<file path="config.mk">
export PLATFORM = sky130hd
export DESIGN_NAME = ddr_arbiter_flat
export DESIGN_NICKNAME = d
export VERILOG_FILES = /design/src/rtl/ddr_pkg.sv /design/src/rtl/ddr_arbiter_if.sv /design/src/rtl/ddr_arbiter_rr_pick.sv /design/src/rtl/ddr_arbiter.sv /design/src/flat_wrapper.sv
export SDC_FILE = /design/constraint.sdc
export NUM_CORES = 1
export LEC_CHECK = 0
export ABC_AREA = 1
export ABC_CLOCK_PERIOD_IN_PS = 2800
export BUFFER_PORTS_ARGS = -buffer_cell sky130_fd_sc_hd__buf_2
export CAP_MARGIN = 20
export CORE_AREA = 2 2 285 287
export DETAILED_ROUTE_END_ITERATION = 10
export DIE_AREA = 0 0 287 289
export PLACE_DENSITY = 0.44
export SLEW_MARGIN = 15
export SYNTH_ARGS = -nofsm -noshare
export SYNTH_HDL_FRONTEND = slang
export SYNTH_SLANG_ARGS = --single-unit
export TNS_END_PERCENT = 50
</file>
<file path="constraint.sdc">
create_clock -name iCLK -period 2.8 [get_ports iCLK]
set_clock_uncertainty 0.05 [all_clocks]
set_input_delay 0.56 -clock iCLK [delete_from_list [all_inputs] [get_ports iCLK]]
set_output_delay 0.56 -clock iCLK [all_outputs]
set_load 0.05 [all_outputs]
</file>
<file path="src/rtl/ddr_pkg.sv">
// ddr_pkg: shared state, width constants and latched-command type for the DDR3 arbiter
package ddr_pkg;
  localparam int DDR_ADDR_W = 25;
  localparam int DDR_DATA_W = 128;
  typedef enum logic [1:0] {IDLE, ISSUE, WAIT_DATA} arb_state_t;
  typedef struct packed {
    logic [DDR_ADDR_W-1:0] address;
    logic [DDR_DATA_W-1:0] wdata;
    logic                  is_write;
  } ddr_cmd_t;
endpackage

</file>
<file path="src/rtl/ddr_arbiter_if.sv">
// ddr_arbiter_if: requester-side and DDR3 Avalon-side signals of the arbiter
interface ddr_arbiter_if import ddr_pkg::*; #(
  parameter int NUM_REQ = 2,
  parameter int ADDR_W  = DDR_ADDR_W,
  parameter int DATA_W  = DDR_DATA_W
) ();
  logic [NUM_REQ-1:0]             req_read;
  logic [NUM_REQ-1:0]             req_write;
  logic [NUM_REQ-1:0][ADDR_W-1:0] req_address;
  logic [NUM_REQ-1:0][DATA_W-1:0] req_wdata;
  logic [NUM_REQ-1:0]             req_ack;
  logic [DATA_W-1:0]              req_rdata;
  logic [NUM_REQ-1:0]             req_rdatavalid;
  logic [NUM_REQ-1:0]             req_err;
  logic                           local_init_done;
  logic [ADDR_W-1:0]              avl_address;
  logic [DATA_W-1:0]              avl_writedata;
  logic                           avl_read;
  logic                           avl_write;
  logic                           avl_burstbegin;
  logic                           avl_wait_request_n;
  logic [DATA_W-1:0]              avl_readdata;
  logic                           avl_readdatavalid;
  modport master (
    input  req_read, req_write, req_address, req_wdata, local_init_done,
           avl_wait_request_n, avl_readdata, avl_readdatavalid,
    output req_ack, req_rdata, req_rdatavalid, req_err,
           avl_address, avl_writedata, avl_read, avl_write, avl_burstbegin
  );
  modport slave (
    output req_read, req_write, req_address, req_wdata, local_init_done,
           avl_wait_request_n, avl_readdata, avl_readdatavalid,
    input  req_ack, req_rdata, req_rdatavalid, req_err,
           avl_address, avl_writedata, avl_read, avl_write, avl_burstbegin
  );
endinterface

</file>
<file path="src/rtl/ddr_arbiter_rr_pick.sv">
// rr_pick: combinational round-robin picker; first requester strictly after last wins
module rr_pick #(
  parameter int N  = 2,
  parameter int IW = $clog2(N)
) (
  input  logic [N-1:0]  req,
  input  logic [IW-1:0] last,
  output logic [IW-1:0] idx,
  output logic          valid
);
  // scan from lowest to highest priority so the highest-priority hit is written last
  always_comb begin
    idx = '0;
    valid = 1'b0;
    for (int k = N; k > 0; k--) begin
      if (req[(int'(last) + k) % N]) begin
        idx = IW'((int'(last) + k) % N);
        valid = 1'b1;
      end
    end
  end
endmodule

</file>
<file path="src/rtl/ddr_arbiter.sv">
// ddr_arbiter: round-robin single-beat DDR3 Avalon arbiter; watchdog abort enabled by DDR_ARB_TIMEOUT_EN
module ddr_arbiter import ddr_pkg::*; #(
  parameter int NUM_REQ        = 2,
  parameter int ADDR_W         = DDR_ADDR_W,
  parameter int DATA_W         = DDR_DATA_W,
  parameter int TIMEOUT_CYCLES = 1023
) (
  input logic           iCLK,
  input logic           reset,
  ddr_arbiter_if.master bus
);
  localparam int IW = $clog2(NUM_REQ);
  arb_state_t state, state_d;
  ddr_cmd_t cmd, cmd_d;
  logic [IW-1:0] grant, grant_d, last_grant, last_d, pick;
  logic pick_valid, rd, wr, rd_d, wr_d, start, accept, done_rd, abort, tmo;
  logic [NUM_REQ-1:0] ack, ack_d, err, err_d, g_onehot;
  rr_pick #(.N(NUM_REQ)) u_pick (
    .req   (bus.req_read | bus.req_write),
    .last  (last_grant),
    .idx   (pick),
    .valid (pick_valid)
  );
  assign g_onehot = NUM_REQ'(1) << grant;
  assign start = state == IDLE && bus.local_init_done && pick_valid && ~|ack;
  assign accept = state == ISSUE && bus.avl_wait_request_n;
  assign done_rd = state == WAIT_DATA && bus.avl_readdatavalid;
  assign abort = tmo && !accept && !done_rd;
`ifdef DDR_ARB_TIMEOUT_EN
  logic [15:0] cnt;
  assign tmo = state != IDLE && cnt == 16'(TIMEOUT_CYCLES - 1);
  // watchdog: restarts on every state entry and rests at zero in IDLE
  always_ff @(posedge iCLK) cnt <= (reset || state == IDLE || state_d != state) ? '0 : cnt + 16'd1;
`else
  logic unused_timeout;
  assign tmo = 1'b0;
  assign unused_timeout = ^TIMEOUT_CYCLES;
`endif
  // state register plus registered command, grant and handshake outputs
  always_ff @(posedge iCLK) begin
    if (reset) begin
      state <= IDLE;
      cmd <= '0;
      grant <= '0;
      last_grant <= IW'(NUM_REQ - 1);
      rd <= 1'b0;
      wr <= 1'b0;
      ack <= '0;
      err <= '0;
    end else begin
      state <= state_d;
      cmd <= cmd_d;
      grant <= grant_d;
      last_grant <= last_d;
      rd <= rd_d;
      wr <= wr_d;
      ack <= ack_d;
      err <= err_d;
    end
  end
  // next state: writes finish on acceptance, reads on the first data beat
  always_comb begin
    state_d = state == IDLE  ? (start ? ISSUE : IDLE)
            : state == ISSUE ? (accept ? (cmd.is_write ? IDLE : WAIT_DATA) : (abort ? IDLE : ISSUE))
            : (done_rd || abort) ? IDLE : WAIT_DATA;
  end
  // next values of the latched command and registered outputs; write wins over read
  always_comb begin
    cmd_d = cmd;
    if (start) begin
      cmd_d.address = DDR_ADDR_W'(bus.req_address[pick]);
      cmd_d.wdata = DDR_DATA_W'(bus.req_wdata[pick]);
      cmd_d.is_write = bus.req_write[pick];
    end
    grant_d = start ? pick : grant;
    rd_d = state_d == ISSUE && !cmd_d.is_write;
    wr_d = state_d == ISSUE && cmd_d.is_write;
    ack_d = accept ? g_onehot : '0;
    err_d = abort ? g_onehot : '0;
    last_d = (accept || abort) ? grant : last_grant;
  end
  assign bus.avl_address = cmd.address[ADDR_W-1:0];
  assign bus.avl_writedata = cmd.wdata[DATA_W-1:0];
  assign bus.avl_read = rd;
  assign bus.avl_write = wr;
  assign bus.avl_burstbegin = rd | wr;
  assign bus.req_ack = ack;
  assign bus.req_err = err;
  assign bus.req_rdata = bus.avl_readdata;
  assign bus.req_rdatavalid = done_rd ? g_onehot : '0;
endmodule

</file>
<file path="src/flat_wrapper.sv">
// flat-port wrapper written by rule: the top's interface ports become plain ports
module ddr_arbiter_flat import ddr_pkg::*;
#(
  parameter int NUM_REQ        = 2,
  parameter int ADDR_W         = DDR_ADDR_W,
  parameter int DATA_W         = DDR_DATA_W,
  parameter int TIMEOUT_CYCLES = 1023
)
  (iCLK, reset, bus_req_read, bus_req_write, bus_req_address, bus_req_wdata, bus_local_init_done, bus_avl_wait_request_n, bus_avl_readdata, bus_avl_readdatavalid, bus_req_ack, bus_req_rdata, bus_req_rdatavalid, bus_req_err, bus_avl_address, bus_avl_writedata, bus_avl_read, bus_avl_write, bus_avl_burstbegin);
  ddr_arbiter_if #(.NUM_REQ(NUM_REQ), .ADDR_W(ADDR_W), .DATA_W(DATA_W)) bus_i ();
  input logic iCLK;
  input logic reset;
  input wire logic [$bits(bus_i.req_read)-1:0] bus_req_read;
  input wire logic [$bits(bus_i.req_write)-1:0] bus_req_write;
  input wire logic [$bits(bus_i.req_address)-1:0] bus_req_address;
  input wire logic [$bits(bus_i.req_wdata)-1:0] bus_req_wdata;
  input wire logic [$bits(bus_i.local_init_done)-1:0] bus_local_init_done;
  input wire logic [$bits(bus_i.avl_wait_request_n)-1:0] bus_avl_wait_request_n;
  input wire logic [$bits(bus_i.avl_readdata)-1:0] bus_avl_readdata;
  input wire logic [$bits(bus_i.avl_readdatavalid)-1:0] bus_avl_readdatavalid;
  output wire logic [$bits(bus_i.req_ack)-1:0] bus_req_ack;
  output wire logic [$bits(bus_i.req_rdata)-1:0] bus_req_rdata;
  output wire logic [$bits(bus_i.req_rdatavalid)-1:0] bus_req_rdatavalid;
  output wire logic [$bits(bus_i.req_err)-1:0] bus_req_err;
  output wire logic [$bits(bus_i.avl_address)-1:0] bus_avl_address;
  output wire logic [$bits(bus_i.avl_writedata)-1:0] bus_avl_writedata;
  output wire logic [$bits(bus_i.avl_read)-1:0] bus_avl_read;
  output wire logic [$bits(bus_i.avl_write)-1:0] bus_avl_write;
  output wire logic [$bits(bus_i.avl_burstbegin)-1:0] bus_avl_burstbegin;
  assign bus_i.req_read = bus_req_read;
  assign bus_i.req_write = bus_req_write;
  assign bus_i.req_address = bus_req_address;
  assign bus_i.req_wdata = bus_req_wdata;
  assign bus_i.local_init_done = bus_local_init_done;
  assign bus_i.avl_wait_request_n = bus_avl_wait_request_n;
  assign bus_i.avl_readdata = bus_avl_readdata;
  assign bus_i.avl_readdatavalid = bus_avl_readdatavalid;
  assign bus_req_ack = bus_i.req_ack;
  assign bus_req_rdata = bus_i.req_rdata;
  assign bus_req_rdatavalid = bus_i.req_rdatavalid;
  assign bus_req_err = bus_i.req_err;
  assign bus_avl_address = bus_i.avl_address;
  assign bus_avl_writedata = bus_i.avl_writedata;
  assign bus_avl_read = bus_i.avl_read;
  assign bus_avl_write = bus_i.avl_write;
  assign bus_avl_burstbegin = bus_i.avl_burstbegin;
  ddr_arbiter #(.NUM_REQ(NUM_REQ), .ADDR_W(ADDR_W), .DATA_W(DATA_W), .TIMEOUT_CYCLES(TIMEOUT_CYCLES)) u_core (.iCLK(iCLK), .reset(reset), .bus(bus_i));
endmodule
</file>
==> metrics.txt, run 1 <==
outcome finished clean; hold crit path type in -> reg; unrepaired setup endpoints after global routing false; initial detailed-routing violation count 261; most common cell after layout, fill and taps aside buf_2; Pwr Density 627.0 nW/µm²; Port Buffer Count 474; gr ovfl total 0; CP Launch Type flop; Max Clock Freq 388.2 MHz; vias in the first global route 8591; Hold Violations, Final 0; root buffer cell clkbuf_16; Clk pin slew, worst setup/hold paths 70 ps; share of layout cells above drive strength 1 29.76%; largest net degree at the start of global routing 67; Hold Path Sink u_core.bus.avl_writedata[98]; origin of the critical flop-to-flop path u_core.last_grant; WHS 334.0 ps; Core Area 79900 µm²; fill count 9424; Final TNS setup 0 ps; Max Slew Vio Count 0; area delta synth->final 19.30%; Post-DRT Antenna Nets 0; gpl congestion 0.7588; number of max-cap violations 0; cell count after placement 2850; ANT cells 0; clock latency on the worst-skew pair 480 ps; data required time of the worst path 2190 ps; crit path kind reg -> out; Remaining DRCs 0; Hold Buf Count CTS 0; Finished Core Util 15.41%; Die W 287 µm; post-synthesis sequential area ratio 31.42%; Mapped Area 10320 µm²; initial antenna violation count 5; commonest non-fill, non-tap cells in the layout 474 x buf_2, 472 x nor2_1, 320 x nand2_1; crit path time final 2576 ps; R2R depth 8; global-route wire length before repair 51690 µm; Detailed Route WL 36630 µm; Global Route Usage Sum 8.462%; Longest Clk Path Bufs 2; synthesis warning total 0; Die ar. 82940 µm²; Finished Layout Cells 2881; Vias/cell 3.272; Worst Hold Launch bus_req_wdata[98]; number of buffers created by CTS 17; die height 289 µm; Synth Instances 1652; CP Capture Type output port; Initial Utilization 12.92%; WL/cell 12.71 µm; endpoints failing setup 0; drt first pass iters 4; overall via count from detail_route 9428; Avg Cell Area, Syn 6.248 µm²; CTS tree yes; R2R setup slack 830 ps; CP max FO 4; FP Rows 104; library cells used by synthesis 19; WP data arrival 1970 ps; leakage 6.928 nW; Hold Path Depth 5; Nets 2252; clock net sink count 162; Reg2Reg Capture Point u_core.bus.avl_address[13]; Worst IR Drop VDD 0.4096 mV; I/O Pins 733; DP Wirelength 28520 µm; H-tree depth 4; Period Utilization, post-route 92.00%; Synth Register Bits 162
==> registers in the layout, indices dropped and copies added (netlist names) <==
register,cells
u_core.bus.avl_address,25
u_core.bus.avl_read,1
u_core.bus.avl_write,1
u_core.bus.avl_writedata,128
u_core.bus.req_ack,2
u_core.cmd,1
u_core.grant,1
u_core.last_grant,1
u_core.state,2
==> final cells by class <==
class	count	area (µm²)	share of cell area, %
Tap cell	1060	1326	10.77
Sequential cell	162	3243	26.34
Clock inverter	11	130.1	1.057
Timing Repair Buffer	505	2705	21.97
Multi-Input combinational cell	960	3829	31.09
Inverter	163	614.3	4.989
Clock buffer	20	466.7	3.790
==> per-layer routing <==
metal / share of wire [%] / global-route usage (%) / routed length [µm]
met5: 0.23 / 0.3409 / 83
met4: 4.7 / 5.495 / 1711
met3: 8.9 / 3.496 / 3265
met2: 43 / 12.48 / 15620
met1: 44 / 10.06 / 15940
==> timing repair <==
| item | CTS | global route |
|---|---|---|
| endpoints found under the hold margin | 0 | 0 |
| gates resized for setup | 0 | 1 |
| buffers inserted | 0 | 0 |
| endpoints found under the setup margin | 0 | 1 |
==> stage by stage <==
step | setup WS (ps) | area (µm²) | power (mW)
finish | 224.1 | 12310 | 7.721
floorplan | 776.9 | 10330 | 5.354
global placement | 341.3 | 11720 | 5.286
global route | 97.76 | 12310 | 8.200
detailed placement | 410.7 | 11720 | 5.276
CTS | 27.25 | 12310 | 7.910
==> power breakdown <==
part | internal, mW | total [mW] | switching [mW]
sequential | 2.57 | 2.70 | 0.126
clock | 1.38 | 2.53 | 1.15
combinational | 0.676 | 2.49 | 1.82
==> synthesized netlist by cell type, drive strengths merged <==
master / count / area (µm²)
nand2: 321 / 1205
nand4: 1 / 6.260
nand3: 2 / 10.01
conb: 1 / 3.750
o21ai: 155 / 775.8
nor2: 474 / 1782
or2: 1 / 6.260
nor3: 1 / 5.000
a21oi: 2 / 10.01
dfxtp: 162 / 3243
buf: 348 / 2582
clkbuf: 20 / 75.07
a31oi: 1 / 6.260
inv: 163 / 611.8
==> worst max path at each step <==
stage	depth (start not counted)	startpoint	slack [ps]	end
final	6	u_core.state[1]	220	bus_req_rdatavalid[0]
after global routing	6	u_core.state[1]	100	bus_req_rdatavalid[0]
after CTS	6	u_core.state[1]	30	bus_req_rdatavalid[0]
after detailed placement	7	bus_avl_readdatavalid	410	bus_req_rdatavalid[0]
after global placement	7	bus_avl_readdatavalid	340	bus_req_rdatavalid[0]
after floorplan	4	bus_avl_readdatavalid	780	bus_req_rdatavalid[0]
==> cell families (layout without fill, tap and decap cells) <==
group / count (synthesis) / after routing / synth area share [%]
DFF: 162 / 162 / 31.42
other: 1 / 2 / 0.03633
and+or+nand+nor: 800 / 800 / 29.20
AOI/OAI and AO/OA: 158 / 158 / 7.673
buffers and inverters: 531 / 699 / 31.67
==> worst max-delay path: stages, from the launching register on <==
cell     delay [ps]
dfxtp_1         450
nand2_1          80
nor2_1          130
inv_1            80
nor2_2          250
buf_4           200
buf_2           280
(Power assumes the default switching activity.)
==> inputs of run 2 (changes only) <==
- ABC_CLOCK_PERIOD_IN_PS: 2800 -> 3170
- clock period: 2.8 -> 3.17 ns (I/O delays scaled with it)
==> run 2 against run 1 <==
Effect of this change:
- cell count is essentially flat
- global-route usage shrank 0.082 points
- setup slack better by 110 ps
- sequential power shrank 12%
- die area stayed put
- final area decreased by 0.21%
- critical path depth is the same
- largest cell class unchanged
==> metrics.txt, run 2 (synthesis gave the netlist of run 1 again) <==
outcome finished clean; share of layout cells above drive strength 1 29.65%; Clk pin slew, worst setup/hold paths 70 ps; Die ar. 82940 µm²; initial detailed-routing violation count 273; clock latency on the worst-skew pair 470 ps; Hold Violations, Final 0; Post-DRT Antenna Nets 0; Reg2Reg Capture Point u_core.bus.avl_read; Hold Path Depth 5; Longest Clk Path Bufs 2; gr ovfl total 0; die height 289 µm; root buffer cell clkbuf_16; Period Utilization, post-route 89.31%; P_sw 2.718 mW; hold crit path type in -> reg; Worst IR Drop VDD 0.3698 mV; unrepaired setup endpoints after global routing false; Detailed Route WL 36490 µm; combinational share of power 32.4%; data required time of the worst path 2490 ps; Clock power frac 32.3%; origin of the critical flop-to-flop path u_core.state[1]; Nets 2251; drt first pass iters 4; area delta synth->final 19.04%; endpoints failing setup 0; crit path time final 2831 ps; global-route wire length before repair 51510 µm; CP Capture Type output port; commonest non-fill, non-tap cells in the layout 474 x buf_2, 473 x nor2_1, 320 x nand2_1; number of max-cap violations 0; Core Area 79900 µm²; FP Rows 104; switch share 40.23%; Initial Utilization 12.92%; Pwr Density 549.8 nW/µm²; Worst-Margin Slew 651.6 ps; Finished Layout Cells 2882; Die W 287 µm; cell count after placement 2849; DP Wirelength 27970 µm; CTS tree yes; WL/cell 12.66 µm; CP Launch Type flop; Port Buffer Count 474; leakage 6.915 nW; Remaining DRCs 0; Global Route Usage Sum 8.381%; storage element area 3243 µm²; number of buffers created by CTS 17; Area after DPL 11710 µm²; R2R setup slack 1000 ps; Worst Hold Launch bus_req_wdata[104]; Hold Buf Count CTS 0; multi-input logic area 3826 µm²; Worst slew margin 56.56%; Max Clock Freq 353.2 MHz; I/O Pins 733; overall via count from detail_route 9401; most common cell after layout, fill and taps aside buf_2; max reg flops 128; Final TNS setup 0 ps; Max Slew Vio Count 0; Vias/cell 3.262; largest net degree at the start of global routing 129; post-route cell area 12290 µm²; vias in the first global route 8647; gpl congestion 0.7687; crit path kind reg -> out; Reg power frac 35.3%; CP max FO 4; H-tree depth 4; initial antenna violation count 5; WP data arrival 2150 ps; clock net sink count 162; fill count 9461; P_int 4.038 mW; Post-CTS Setup Inserts 0; Hold Path Sink u_core.bus.avl_writedata[104]; R2R depth 7; post-CTS sizing 0
==> run 2: cell count changes in the layout (fill, tap and decap cells not counted) <==
cell,delta
nor2_1,+1
clkinv_4,-2
clkbuf_1,+1
clkbuf_8,-2
clkinv_2,+3
buf_4,-1
clkinvlp_4,+1
nor2_2,-1
diode_2,+1
==> run 2: worst max path at each step <==
stage	start	end	slack [ps]	depth (start not counted)
global placement	bus_avl_readdatavalid	bus_req_rdatavalid[0]	570	7
finish	u_core.state[1]	bus_req_rdatavalid[0]	340	6
global route	u_core.state[1]	bus_req_rdatavalid[0]	190	6
floorplan	bus_avl_readdatavalid	bus_req_rdatavalid[0]	1000	4
detailed placement	bus_avl_readdatavalid	bus_req_rdatavalid[0]	630	7
CTS	u_core.state[1]	bus_req_rdatavalid[0]	330	6
==> run 2: worst max-delay path: stages, from the launching register on <==
cell and delay (ps):
dfxtp_1 450, nand2_1 80, nor2_1 130, inv_1 70
nor2_1 410, buf_4 250, buf_2 270
==> run 2: power groups by stage <==
| stage | combinational, mW | clock, mW | sequential [mW] |
|---|---|---|---|
| 6_report | 2.19 | 2.18 | 2.38 |
| 5_1_grt | 2.40 | 2.40 | 2.41 |
| 4_1_cts | 2.23 | 2.33 | 2.38 |
| 3_5_place_dp | 2.22 | 0 | 2.43 |
| 3_3_place_gp | 2.23 | 0 | 2.43 |
| 2_1_floorplan | 2.32 | 0 | 2.41 |
==> run 2: routing by layer <==
metal,share of wire (%),global-route usage (%),up-vias
met5,0.16,0.3409,-
met4,4.6,5.078,4
met3,9.4,3.843,90
met2,42,12.27,368
met1,43,9.944,4010
li1,-,-,4929
==> run 2: final cells by class <==
type | count | area share [%]
multi-input combinational | 960 | 31.14
clock inverter | 13 | 1.100
inverter | 163 | 5.000
timing repair buffer | 504 | 21.95
antenna | 1 | 0.02036
clock buffer | 19 | 3.605
tap | 1060 | 10.79
sequential | 162 | 26.39
==> run 2: per-stage QoR <==
stage / utilization, % / setup slack, ps / total power [mW] / hold WS (ps)
6_report: 15.38 / 338.8 / 6.756 / 420.9
2_1_floorplan: - / 998.9 / 4.729 / 378.4
3_5_place_dp: 14.65 / 628.1 / 4.649 / 427.0
4_1_cts: 15.38 / 328.0 / 6.945 / 349.6
3_3_place_gp: 14.65 / 568.1 / 4.657 / 425.0
5_1_grt: 15.38 / 187.8 / 7.206 / 384.5
